File: config.mk
export PLATFORM = sky130hd
export DESIGN_NAME = sync_fifo_param
export DESIGN_NICKNAME = d
export VERILOG_FILES = /design/src/rtl/fifo_pkg.sv /design/src/rtl/fifo_ram_sp.sv /design/src/rtl/sync_fifo_param.sv
export SDC_FILE = /design/constraint.sdc
export NUM_CORES = 1
export LEC_CHECK = 0
export ABC_AREA = 1
export CAP_MARGIN = 30
export CORE_AREA = 2 2 148 259
export DETAILED_ROUTE_END_ITERATION = 8
export DIE_AREA = 0 0 150 261
export PLACE_DENSITY = 0.79
export SLEW_MARGIN = 20
export SYNTH_ARGS = -nofsm -noshare
export SYNTH_HDL_FRONTEND = slang
export SYNTH_HIERARCHICAL = 1
export SYNTH_SLANG_ARGS = --single-unit
File: constraint.sdc
create_clock -name clk -period 3.39 [get_ports clk]
set_clock_uncertainty 0.05 [all_clocks]
set_input_delay 0.678 -clock clk [delete_from_list [all_inputs] [get_ports clk]]
set_output_delay 0.678 -clock clk [all_outputs]
set_load 0.01 [all_outputs]
File: src/rtl/fifo_pkg.sv
// Shared sizing helpers and flag-level defaults for the single-clock FIFO family.
package fifo_pkg;

    localparam int AE_LEVEL_DEF  = 4;
    localparam int AF_MARGIN_DEF = 4;

    function automatic int ptr_w(input int depth);
        return (depth > 1) ? $clog2(depth) : 1;
    endfunction

    // One extra bit so a completely full FIFO (count == depth) is representable.
    function automatic int cnt_w(input int depth);
        return $clog2(depth) + 1;
    endfunction

endpackage

File: src/rtl/fifo_ram_sp.sv
// WIDTH x DEPTH storage with one write and one read port; read is either
// registered (resettable output register) or combinational.
module fifo_ram_sp #(
    parameter int WIDTH   = 8,
    parameter int DEPTH   = 64,
    parameter int AW      = 6,
    parameter int SYNC_RD = 1
) (
    input  logic             clk,
    input  logic             rst,
    input  logic             we,
    input  logic [AW-1:0]    waddr,
    input  logic [WIDTH-1:0] wdata,
    input  logic             re,
    input  logic [AW-1:0]    raddr,
    output logic [WIDTH-1:0] rdata
);

    logic [WIDTH-1:0] mem [DEPTH];
    logic [WIDTH-1:0] rdata_q;
    logic [WIDTH-1:0] rdata_d;

    always_ff @(posedge clk) begin
        if (we) begin
            mem[waddr] <= wdata;
        end
    end

    always_comb begin
        rdata_d = rdata_q;
        if (re) begin
            rdata_d = mem[raddr];
        end
    end

    always_ff @(posedge clk or posedge rst) begin
        if (rst) begin
            rdata_q <= '0;
        end else begin
            rdata_q <= rdata_d;
        end
    end

    assign rdata = (SYNC_RD != 0) ? rdata_q : mem[raddr];

endmodule

File: src/rtl/sync_fifo_param.sv
// Single-clock FIFO: pointers, occupancy, threshold flags, sticky errors and
// flush; storage lives in fifo_ram_sp.
module sync_fifo_param
    import fifo_pkg::*;
#(
    parameter int WIDTH    = 8,
    parameter int DEPTH    = 64,
    parameter int AF_LEVEL = DEPTH - AF_MARGIN_DEF,
    parameter int AE_LEVEL = AE_LEVEL_DEF,
    parameter int FWFT     = 0
) (
    input  logic                     clk,
    input  logic                     rst,
    input  logic                     flush,
    input  logic                     clr_err,
    input  logic                     wr_en,
    input  logic [WIDTH-1:0]         wr_data,
    input  logic                     rd_en,
    output logic [WIDTH-1:0]         rd_data,
    output logic                     rd_valid,
    output logic                     full,
    output logic                     empty,
    output logic                     almost_full,
    output logic                     almost_empty,
    output logic [$clog2(DEPTH):0]   count,
    output logic                     overflow,
    output logic                     underflow
);

    localparam int PW = ptr_w(DEPTH);
    localparam int CW = cnt_w(DEPTH);

    logic [PW-1:0] wr_ptr_q, wr_ptr_d;
    logic [PW-1:0] rd_ptr_q, rd_ptr_d;
    logic [CW-1:0] count_q, count_d;
    logic          rd_valid_q, rd_valid_d;
    logic          overflow_q, overflow_d;
    logic          underflow_q, underflow_d;

    logic          rd_acc, wr_acc, rd_ok, wr_ok;
    logic [WIDTH-1:0] ram_rdata;

    assign full         = (count_q == CW'(DEPTH));
    assign empty        = (count_q == '0);
    assign almost_full  = (int'(count_q) >= AF_LEVEL);
    assign almost_empty = (int'(count_q) <= AE_LEVEL);
    assign count        = count_q;
    assign overflow     = overflow_q;
    assign underflow    = underflow_q;

    always_comb begin
        // Acceptance ignoring flush drives the error flags; flush then masks data movement.
        rd_acc      = rd_en & ~empty;
        wr_acc      = wr_en & (~full | rd_acc);
        rd_ok       = rd_acc & ~flush;
        wr_ok       = wr_acc & ~flush;

        wr_ptr_d    = wr_ptr_q;
        rd_ptr_d    = rd_ptr_q;
        count_d     = count_q;
        rd_valid_d  = rd_ok;
        overflow_d  = overflow_q;
        underflow_d = underflow_q;

        if (flush) begin
            wr_ptr_d   = '0;
            rd_ptr_d   = '0;
            count_d    = '0;
            rd_valid_d = 1'b0;
        end else begin
            if (wr_ok) wr_ptr_d = wr_ptr_q + PW'(1);
            if (rd_ok) rd_ptr_d = rd_ptr_q + PW'(1);
            if (wr_ok && !rd_ok) count_d = count_q + CW'(1);
            if (rd_ok && !wr_ok) count_d = count_q - CW'(1);
        end

        if (clr_err) begin
            overflow_d  = 1'b0;
            underflow_d = 1'b0;
        end
        if (wr_en && !wr_acc && !flush) overflow_d  = 1'b1;
        if (rd_en && !rd_acc && !flush) underflow_d = 1'b1;
    end

    always_ff @(posedge clk or posedge rst) begin
        if (rst) begin
            wr_ptr_q    <= '0;
            rd_ptr_q    <= '0;
            count_q     <= '0;
            rd_valid_q  <= 1'b0;
            overflow_q  <= 1'b0;
            underflow_q <= 1'b0;
        end else begin
            wr_ptr_q    <= wr_ptr_d;
            rd_ptr_q    <= rd_ptr_d;
            count_q     <= count_d;
            rd_valid_q  <= rd_valid_d;
            overflow_q  <= overflow_d;
            underflow_q <= underflow_d;
        end
    end

    fifo_ram_sp #(
        .WIDTH   (WIDTH),
        .DEPTH   (DEPTH),
        .AW      (PW),
        .SYNC_RD ((FWFT != 0) ? 0 : 1)
    ) u_ram (
        .clk   (clk),
        .rst   (rst),
        .we    (wr_ok),
        .waddr (wr_ptr_q),
        .wdata (wr_data),
        .re    (rd_ok),
        .raddr (rd_ptr_q),
        .rdata (ram_rdata)
    );

    // In fall-through mode the head is masked while empty so stale or
    // uninitialised storage never shows on rd_data (e.g. right after reset).
    assign rd_data  = (FWFT != 0) ? (empty ? '0 : ram_rdata) : ram_rdata;
    assign rd_valid = (FWFT != 0) ? ~empty : rd_valid_q;

endmodule
==> run summary <==
Post-Synthesis Cells = 1973
Clock Latency Late Sink = 0.56 ns
Simple-Gate Fraction of Synth Area = 0.2376
post-route ant nets = 0
Worst path max stage delay = 0.57 ns
clock root cell = clkbuf_16
DIE AREA = 39150 um2
XOR/XNOR Fraction of Synth Area = 0.002306
endpoints failing hold = 0
Leak Pwr = 9.251 nW
period utilization = 0.8165
Final Routed Wirelength = 58.64 mm
fin cells = 2548
Placement Cell Area = 23810 um2
initial antenna violation count = 0
Chip Height = 261 um
Synth area leaders = edfxtp_1 (67%), nand2_1 (11%), nand3_1 (11%), dfrtp_1 (3.3%), buf_6 (1.2%)
first-pass GRT wire length = 87.65 mm
synth warn = 6
WP data required = 2.66 ns
Post-Synth Adder-Cell Area = 0.004721
remaining global-route overflow = 0
CTS tree = built
CTS resizes = 0
ant diodes = 0
Core ar. = 37170 um2
post-synthesis sequential element count = 542
Bufs and invs on worst path = 2
crit end category = output port
routability cong. = 0.9184
max_cap viols = 0
CTS clk-pin slew, worst paths = 0.06 ns
deepest clock path buffer count = 3
CP Cell Sequence = inv_2, nand3_1, a211oi_1, clkdlybuf4s50_1
Ports = 36
CTS sink cnt = 542
die width = 150 um
CP Class = register to output port
largest net degree at the start of global routing = 173
fin area = 25330 um2
worst-path maximum fanout = 5
HPWL Detailed = 35.96 mm
slew at the pin closest to its max-slew limit = 0.9145 ns
Max Clock Freq = 361.3 MHz
overall power = 16.33 mW
number of global-route vias before repair = 15490
maximum VDD drop = 0.5219 mV
post-synthesis compound-gate area fraction = 0.007795
WL/cell = 23.02 um
TritonCTS Buffers = 44
area share of the largest cell type after synthesis = 0.6746
Residual DRC = 0
IO buf count = 35
Vias = 15700
CP delay by family, top = buffers and inverters
# nets final = 2057
multiplexer share of the synthesized area = 0
row count = 94
share of layout cells above drive strength 1 = 0.1015
fillcell total = 2617
post-route setup slack = 0.6220 ns
Startpoint Class = register
Synth-to-Final Area Change = 11.15%
Syn Nets = 1995
Placed Cells = 2468
Final Slew Violations = 0
DP Worst Slack = 0.3576 ns
Hold Path Class = register to register
setup violators final = 0
CTS Hold Bufs = 0
Via density = 6.162
First-pass DRT Iterations = 6
Worst slew margin = 0.3903
Avg Inst Size Synth = 11.55 um2
Post-Syn Area = 22790 um2
setup_tns = 0 ns
fin crit period = 2.768 ns
Synth area leader = edfxtp_1
Post-CTS Setup Bufs = 0
combinational family with the most area after synthesis = simple AND/OR/NAND/NOR gates
H-tree depth reported by CTS = 2
WP data arrival = 2.04 ns
status = finished clean
Pwr Density = 644.5 nW/um2
DRT iter0 DRCs = 2027
Netlist cell types = 41
slowest CP cell = clkdlybuf4s50_1
post-synthesis sequential area ratio = 0.7075
setup repair after global routing missed its margin = false
gr usage total = 0.3045
initial core utilization = 0.6133
## cells by family after synthesis
group                    Yosys count
AND/OR/NAND/NOR                 1232
flip-flops                       542
buffers and inverters            158
AO/OA/AOI/OAI                     27
adder cells (fa/ha/maj)            8
XOR/XNOR                           6
## registers in the layout (all words and copies together) (netlist names)
signal / flops
underflow: 1
overflow: 1
u_ram/rdata: 8
rd_ptr_q: 6
count: 7
u_ram/mem: 512
wr_ptr_q: 6
rd_valid: 1
## per-stage QoR
stage	hold WS [ns]	utilization
after floorplan	0.4040	-
after global placement	0.4238	0.6403
after detailed placement	0.4242	0.6407
after CTS	0.4466	0.6812
after global routing	0.4764	0.6816
final	0.4475	0.6816
## layout by cell type (no fill, tap or decap), drive strengths merged
cell / Yosys / routed
clkinvlp: 0 / 3
ha: 7 / 7
clkinv: 0 / 17
edfxtp: 512 / 512
a211oi: 1 / 1
a21oi: 8 / 8
nor3: 2 / 2
o32ai: 1 / 1
clkdlybuf4s50: 0 / 27
o21bai: 1 / 1
nor2: 73 / 73
xnor2: 2 / 2
and3: 1 / 1
clkbuf: 14 / 52
o21ai: 10 / 10
nand3: 484 / 484
nand4: 14 / 14
nor4: 8 / 8
buf: 101 / 104
a31oi: 3 / 3
dfrtp: 30 / 30
inv: 43 / 42
o22ai: 3 / 3
xor2: 4 / 4
fa: 1 / 1
bufinv: 0 / 8
nand2: 650 / 650
## cells in the mapped netlist (all sizes together)
master and count:
o21bai 1, a21oi 8, o21ai 10, and3 1
clkbuf 14, buf 101, nand3 484, o22ai 3
ha 7, nand4 14, nor4 8, nor3 2
dfrtp 30, fa 1, a31oi 3, xor2 4
inv 43, nand2 650, edfxtp 512, xnor2 2
nor2 73, o32ai 1, a211oi 1
## layer usage
| layer | track usage | routed length [um] | share of wire |
|---|---|---|---|
| met1 | 0.3367 | 18880 | 0.32 |
| met4 | 0.2062 | 4380 | 0.075 |
| met2 | 0.5431 | 30840 | 0.53 |
| met3 | 0.03902 | 4537 | 0.077 |
| met5 | 0 | 0 | 0 |
## final cells by class
type,count,area [um2],share of cell area
sequential,542,16130,0.6369
multi-input combinational,1273,5754,0.2271
timing repair buffer,131,1169,0.04613
clock buffer,52,1162,0.04588
tap,480,600.6,0.02371
clock inverter,27,342.8,0.01353
inverter,43,170.2,0.006717
## path summary, 6_finish.rpt
check | start | end | slack [ns] | cells past startpoint
setup / recovery | count[6] | almost_empty | 0.62 | 4
hold / removal | u_ram/rdata[0] | u_ram/rdata[0] | 0.45 | 2
setup reg to reg | rd_ptr_q[0] | u_ram/rdata[4] | 0.78 | 12
hold reg to reg | u_ram/rdata[0] | u_ram/rdata[0] | 0.45 | 2
max in group asynchronous | rst | rd_ptr_q[2] | 2.38 | 3
min in group asynchronous | rst | overflow | 0.46 | 2
## power by group
group	internal, mW	total [mW]	switching [mW]	leakage, nW
Combinational	0.971	3.46	2.49	3.52
Clock	3.07	5.33	2.27	0.731
Sequential	7.42	7.54	0.118	5.00
## worst min-delay path, stage by stage (launching register included)
cell	delay, ns
dfrtp_1	0.36
nand2_1	0.06
nand2_1	0.05
Power figures use the tool's default switching activity.
